===== src/rtl/ln_out_row_streamer.sv =====
// Captures one SEQ_LEN x EMB_DIM layer-norm result matrix and streams it row-major on valid/ready.
// Optional per-row sum output is enabled by defining LN_STREAM_ROW_SUM_EN.
//
// state    | meaning
// S_IDLE   | waiting for a matrix, in_ready high
// S_STREAM | presenting element (row,col) with m_valid high
// S_DONE   | final beat accepted, one-cycle done pulse
`timescale 1ns/1ps
module ln_out_row_streamer #(
    parameter int DATA_WIDTH = 16,
    parameter int SEQ_LEN    = 8,
    parameter int EMB_DIM    = 8,
    localparam int ROW_W     = (SEQ_LEN > 1) ? $clog2(SEQ_LEN) : 1,
    localparam int COL_W     = (EMB_DIM > 1) ? $clog2(EMB_DIM) : 1
) (
    input  logic                                  clk,
    input  logic                                  rst_n,
    input  logic                                  in_valid,
    output logic                                  in_ready,
    input  logic [DATA_WIDTH*SEQ_LEN*EMB_DIM-1:0] in_data,
    input  logic                                  abort,
    output logic                                  m_valid,
    input  logic                                  m_ready,
    output logic [DATA_WIDTH-1:0]                 m_data,
    output logic [ROW_W-1:0]                      m_row,
    output logic [COL_W-1:0]                      m_col,
    output logic                                  m_last_col,
    output logic                                  m_last,
    output logic                                  done,
    output logic                                  busy
`ifdef LN_STREAM_ROW_SUM_EN
    ,
    output logic signed [DATA_WIDTH+$clog2(EMB_DIM):0] m_row_sum
`endif
);

    typedef enum logic [1:0] {
        S_IDLE   = 2'd0,
        S_STREAM = 2'd1,
        S_DONE   = 2'd2
    } state_t;

    state_t                state;
    logic [ROW_W-1:0]      row;
    logic [COL_W-1:0]      col;
    logic [DATA_WIDTH-1:0] in_elem [SEQ_LEN][EMB_DIM];
    logic [DATA_WIDTH-1:0] mat_buf [SEQ_LEN][EMB_DIM];
    logic                  capture;
    logic                  accept;
    logic                  last_col;
    logic                  last_row;

    // The bus carries rows in reverse order; unpack so mat_buf[r] is logical row r.
    for (genvar r = 0; r < SEQ_LEN; r++) begin : g_row
        for (genvar c = 0; c < EMB_DIM; c++) begin : g_col
            assign in_elem[r][c] = in_data[((SEQ_LEN-1-r)*EMB_DIM + c)*DATA_WIDTH +: DATA_WIDTH];
        end
    end

    assign capture  = (state == S_IDLE) && in_valid && !abort;
    assign accept   = m_valid && m_ready;
    assign last_col = (col == COL_W'(EMB_DIM-1));
    assign last_row = (row == ROW_W'(SEQ_LEN-1));

    // Buffer is deliberately left out of reset.
    always_ff @(posedge clk) begin
        if (capture) begin
            mat_buf <= in_elem;
        end
    end

    always_ff @(posedge clk or negedge rst_n) begin
        if (!rst_n) begin
            state   <= S_IDLE;
            row     <= '0;
            col     <= '0;
            m_valid <= 1'b0;
            done    <= 1'b0;
        end else if (abort) begin
            state   <= S_IDLE;
            row     <= '0;
            col     <= '0;
            m_valid <= 1'b0;
            done    <= 1'b0;
        end else begin
            case (state)
                S_IDLE: begin
                    done <= 1'b0;
                    if (in_valid) begin
                        state   <= S_STREAM;
                        row     <= '0;
                        col     <= '0;
                        m_valid <= 1'b1;
                    end
                end
                S_STREAM: begin
                    if (accept) begin
                        if (last_col) begin
                            col <= '0;
                            if (last_row) begin
                                row     <= '0;
                                state   <= S_DONE;
                                m_valid <= 1'b0;
                                done    <= 1'b1;
                            end else begin
                                row <= row + 1'b1;
                            end
                        end else begin
                            col <= col + 1'b1;
                        end
                    end
                end
                S_DONE: begin
                    done  <= 1'b0;
                    state <= S_IDLE;
                end
                default: begin
                    state   <= S_IDLE;
                    m_valid <= 1'b0;
                    done    <= 1'b0;
                end
            endcase
        end
    end

    assign in_ready   = (state == S_IDLE);
    assign busy       = !in_ready;
    assign m_row      = row;
    assign m_col      = col;
    assign m_data     = m_valid ? mat_buf[row][col] : '0;
    assign m_last_col = m_valid && last_col;
    assign m_last     = m_valid && last_col && last_row;

`ifdef LN_STREAM_ROW_SUM_EN
    localparam int SUM_W = DATA_WIDTH + $clog2(EMB_DIM) + 1;

    logic signed [SUM_W-1:0] row_acc;
    logic signed [SUM_W-1:0] elem_ext;

    assign elem_ext = SUM_W'($signed(m_data));

    always_ff @(posedge clk or negedge rst_n) begin
        if (!rst_n) begin
            row_acc <= '0;
        end else if (abort) begin
            row_acc <= '0;
        end else if (accept) begin
            row_acc <= last_col ? '0 : row_acc + elem_ext;
        end
    end

    // The last element of the row is folded in combinationally.
    assign m_row_sum = (m_valid && last_col) ? row_acc + elem_ext : '0;
`endif

endmodule

===== config.mk =====
export PLATFORM = sky130hd
export DESIGN_NAME = ln_out_row_streamer
export DESIGN_NICKNAME = d
export VERILOG_FILES = /design/src/rtl/ln_out_row_streamer.sv
export SDC_FILE = /design/constraint.sdc
export NUM_CORES = 1
export LEC_CHECK = 0
export BUFFER_PORTS_ARGS = -buffer_cell sky130_fd_sc_hd__buf_2
export CELL_PAD_IN_SITES_DETAIL_PLACEMENT = 1
export CELL_PAD_IN_SITES_GLOBAL_PLACEMENT = 1
export CORE_AREA = 4 4 404 406
export DETAILED_ROUTE_END_ITERATION = 10
export DIE_AREA = 0 0 408 410
export HOLD_SLACK_MARGIN = 0.08
export PLACE_DENSITY_LB_ADDON = 0.08
export SYNTH_ARGS = -nofsm -noshare
export SYNTH_HDL_FRONTEND = slang
export SYNTH_SLANG_ARGS = --single-unit
export TNS_END_PERCENT = 100

===== constraint.sdc =====
create_clock -name clk -period 83.6 [get_ports clk]
set_input_delay 12.54 -clock clk [delete_from_list [all_inputs] [get_ports clk]]
set_output_delay 12.54 -clock clk [all_outputs]
set_load 0.03 [all_outputs]

======== Word level (Yosys, flattened, before mapping) ========
Index checks and enable logic that the tools add are counted.
cells by class
  reductions and logical operators ........ 14
  bitwise gates (word level) .............. 2
  multiplexer cells ....................... 34
  add/subtract/negate cells ............... 2
  eq/ne operators ......................... 9
  order comparisons ....................... 2
operator list
  cell                 number
  $bmux 128 s3         1
  $mux 128             2
  $bmux 16 s3          1
  $mux 16              3
  $mux 3               8
  $pmux 3 s2           2
  $mux 1               10
  $mux 2               5
  $ne 3x3->1 const B   3
  $ge 4x4->1 const B   2
  $not 3->4            2
  $reduce_and 4->1     2
  $add 3x1->3 const B  2
  $eq 3x3->1 const B   2
  $reduce_and 3->1     2
  $logic_and 1x1->1    5
  $reduce_and 5->1     1
  $pmux 2 s2           1
  $ne 3x2->1 const B   1
  $pmux 1 s3           1
  $reduce_bool 3->1    1
  $eq 2x1->1 const B   1
  $eq 2x2->1 const B   1
  $logic_not 1->1      2
  2 further kinds      2
storage, ports and cells
  output and inout bits ................... 28
  bits in registers ....................... 1034
  word-level logic and storage cells ...... 132

======== Depth between registers and ports, before layout ========
  word-level depth ........................ 8
  mapped depth ............................ 10
  gate-level depth less buffers ........... 7

======== Worst setup path before layout ========
Ideal clock, no wire load.
  path type ............................... in2reg
  start point ............................. input port abort
  end point ............................... register state[0]
  arrival ................................. 90468 ps
  required time ........................... 83285 ps
  stages .................................. 2
  slack ................................... -7184 ps
  path buffers ............................ 0
  cells stage by stage .................... nor3b_1 o21bai_1
on the way
  longest elaborated chain between the ends .. 2
ends and longest elaborated chain
  element                                                    RTL line  text
  from (decl)                                                21        input logic abort,
  $ne 3x3->1 (no line) / $ne 3x2->1 (equally long branches)  n/a
  $reduce_and 4->1 (no line)                                 n/a
  to (signal assigned)                                       74        state <= S_IDLE;
  to (signal assigned)                                       80        state <= S_IDLE;
  to (signal assigned)                                       90        state <= S_STREAM;
  to (decl)                                                  43        state_t state;
Parallel ways exist; a longest one is shown, timed or not.
A chain may end at the register's enable or synchronous reset.

======== Worst setup path after layout ========
  start point ............................. register row[0], in the netlist m_row[0]
  end point ............................... output port m_data[7]
on the way
  longest elaborated chain between the ends .. 8
ends and longest elaborated chain
  element                                      RTL line  text
  from (decl)                                  44        logic [ROW_W-1:0] row;
  from (signal assigned)                       106       row <= row + 1'b1;
  $not 3->4 (implied by the code)              130       assign m_data = m_valid ? mat_buf[row][col] : '0;
  $bmux 128 s3                                 130
  $mux 128 (implied by the code) (2 in a row)  130
  $bmux 16 s3                                  130
  $mux 16 (implied by the code) (2 in a row)   130
  $mux 16                                      130
  to (decl)                                    24        output logic [DATA_WIDTH-1:0] m_data,
Every way passes these cells. The select of a mux whose other input is x is not followed.

==> flow_summary.json <==
{
  "core_um2": 160000,
  "ys_ff_latch": 1034,
  "die_x_um": 408,
  "p_leak_nw": 17.8,
  "synth.top_cell.area_share_pct": 77.5,
  "p_per_area_nw_per_um2": 22.9,
  "clk_latency_ns": 0.74,
  "start_kind": "flip-flop",
  "setup_tns_ns": 0,
  "min_to": "m_col[2]$_DFFE_PN0P_",
  "synth_fp_nets": 2759,
  "rr_worst_depth": 7,
  "critical_path_arrival_ns": 5.68,
  "drc": 0,
  "r2r_slack_ns": 78.49,
  "ys_types": 45,
  "core.rowCount": 147,
  "via_per_inst": 4.60,
  "period_minus_slack_ns": 18.22,
  "rsz0062_at_grt": "no",
  "setup_viol": 0,
  "critPathMaxStageDelay_ns": 0.86,
  "cts_made_buffers": 120,
  "yosysTopAreaCell": "edfxtp_1",
  "outcome": "complete, no violations",
  "synthToLayoutAreaGrowth_pct": 29.2,
  "crit_slowest_cell": "buf_4",
  "synth-main-ff-cell": "edfxtp_1",
  "worstHoldStart": "m_col[2]$_DFFE_PN0P_",
  "clk_pin_slew_ns": 0.06,
  "synth_edf_count": 1024,
  "gr-usage-all-layers_pct": 19.1,
  "rr_endpoint": "mat_buf[926]$_DFFE_PP_",
  "wl_per_cell_um": 32.3,
  "synth_most_common_cell": "edfxtp_1",
  "drive_above_1_share_pct": 51.5,
  "period_share_pct": 21.8,
  "path_max_fanout": 48,
  "place.detailed.hpwl_mm": 127,
  "post-cts-setup-buffers": 0,
  "drtAntennaViolNets": 0,
  "grt_pass1_wl_mm": 218,
  "syn_area_um2": 39700,
  "drtPass1Iterations": 5,
  "cts.sinks": 1034,
  "cts_buffer_depth": 3,
  "grt_max_degree": 187,
  "clock_skew_ns": 0.0474,
  "design_area_um2": 51300,
  "gp_congestion": 0.826,
  "drt_iter0_drc": 1862,
  "dieHeight_um": 410,
  "cts_max_level": 3,
  "port_buffers": 1056,
  "cts-hold-fix-buffers": 0,
  "ys_top_cells_by_area": "edfxtp_1 78%, mux4_2 12%, mux2i_1 1.6%, mux4_1 1.3%, mux2_2 0.88%",
  "overflow": 0,
  "crit_chain": "buf_4, buf_4, buf_4, mux2i_1, a221oi_1, o21ai_0, a2111oi_1, a21o_1, buf_2",
  "async_reset_ff_share_pct": 0.967,
  "placed_area_um2": 47300,
  "hold_class": "reg2reg",
  "cts_tree": "done",
  "synth_area_per_cell_um2": 23.0,
  "ctsResizeCount": 0,
  "r2r_start": "state[1]$_DFFE_PN0P_",
  "multi_input_area_um2": 8060,
  "yosysSeqAreaShare_pct": 78.1,
  "yosys_warnings": 0,
  "grt_pass1_vias": 25731,
  "worstSetupEndpointType": "primary output",
  "slew_headroom_pct": 22.5,
  "tightest_slew_ns": 1.15,
  "start_util_pct": 24.8,
  "root_buffer": "clkbuf_16",
  "boundaryPins": 1057,
  "drv_cap": 0,
  "die_area_um2": 167000,
  "whs_ns": 0.596,
  "crit_top_cell": "buf_4",
  "slew_violations": 0,
  "num_vias": 23447,
  "routed_wl_mm": 164,
  "finalNetCount": 3879,
  "required_ns": 71.06,
  "ir_drop_mv": 0.0191,
  "postSynthCellCount": 1726,
  "regArea_um2": 31000,
  "path_class": "reg2out",
  "synth_commonest_cells": "1024 x edfxtp_1, 220 x mux4_2, 65 x mux2i_1",
  "timing.fmax_mhz": 54.9,
  "grt_antenna_before_repair": 233,
  "final_hold_viol_count": 0,
  "fill_cells": 16364,
  "min_path_cells": 2
}
-- how the worst max path moves through the flow --
stage	cells after the start	end	slack, ns	start
after CTS	9	m_data[7]	64.93	m_row[0]$_DFFE_PN0P_
final	9	m_data[7]	65.38	m_row[0]$_DFFE_PN0P_
after global routing	9	m_data[7]	64.81	m_row[0]$_DFFE_PN0P_
after detailed placement	9	m_data[7]	65.81	m_row[0]$_DFFE_PN0P_
after floorplan	2	state[0]$_DFFE_PN0P_	29.82	abort
after global placement	8	m_data[0]	65.81	m_row[0]$_DFFE_PN0P_
-- report_power, final --
part,switching [W],internal [W]
clock network,0.000215,0.000296
logic,0.0000337,0.0000261
registers,0.00000647,0.000599
total,0.000255,0.000922
-- logic make-up after synthesis --
group	Yosys count	synth area share, %
AOI/OAI and AO/OA	162	2.69
adders and majority gates	4	0.126
buffers and inverters	100	1.62
DFF	1034	78.1
muxes	335	16.3
and+or+nand+nor	91	1.15
-- registers in the layout, indices dropped and copies added (netlist names) --
register	count
m_valid	1
state	2
m_row	3
m_col	3
mat_buf	1024
done	1
-- per-stage QoR --
stage,utilization [%],power [W],cells,setup WS [ns]
final,32.1,0.00118,5093,65.38
after global routing,32.0,0.00122,5049,64.81
after CTS,32.0,0.00120,5031,64.93
after detailed placement,29.6,0.000678,4810,65.81
after global placement,29.6,0.000676,4810,65.81
after floorplan,-,0.000670,1726,29.82
-- worst max-delay path: cells and delay by family (launching register included) --
kind	cells	cell delay (ns)
AO/OA/AOI/OAI	4	1.32
flip-flops	1	0.77
multiplexers	1	0.17
buffers and inverters	4	2.54
-- cell usage in the layout, fill, tap and decap left out, types with 22 or more instances in the layout --
cell	netlist	final
o22ai_1	45	45
buf_2	25	1056
clkbuf_16	0	123
diode_2	0	62
mux2i_1	65	65
buf_4	21	35
mux2_2	31	31
nand2_1	24	22
o21ai_0	38	38
edfxtp_1	1024	1024
mux4_2	220	220
clkinv_1	0	28
clkbuf_1	27	35
-- area by class of cell --
| type | instances | area share, % |
|---|---|---|
| Sequential cell | 1034 | 60.5 |
| Timing Repair Buffer | 1094 | 10.9 |
| Tap cell | 2086 | 5.09 |
| Multi-Input combinational cell | 592 | 15.7 |
| Inverter | 4 | 0.0293 |
| Antenna cell | 62 | 0.303 |
| Clock buffer | 158 | 6.26 |
| Clock inverter | 63 | 1.14 |
-- layer usage --
| metal | share of wire (%) | global-route usage [%] | routed length, µm | up-vias |
|---|---|---|---|---|
| met5 | 0.29 | 0 | 469 | - |
| met4 | 3.0 | 4.37 | 4910 | 74 |
| met3 | 7.7 | 6.17 | 12600 | 482 |
| met2 | 52 | 34.6 | 85100 | 1152 |
| met1 | 37 | 21.9 | 61300 | 11980 |
| li1 | - | - | - | 9759 |
(Power assumes the default switching activity.)
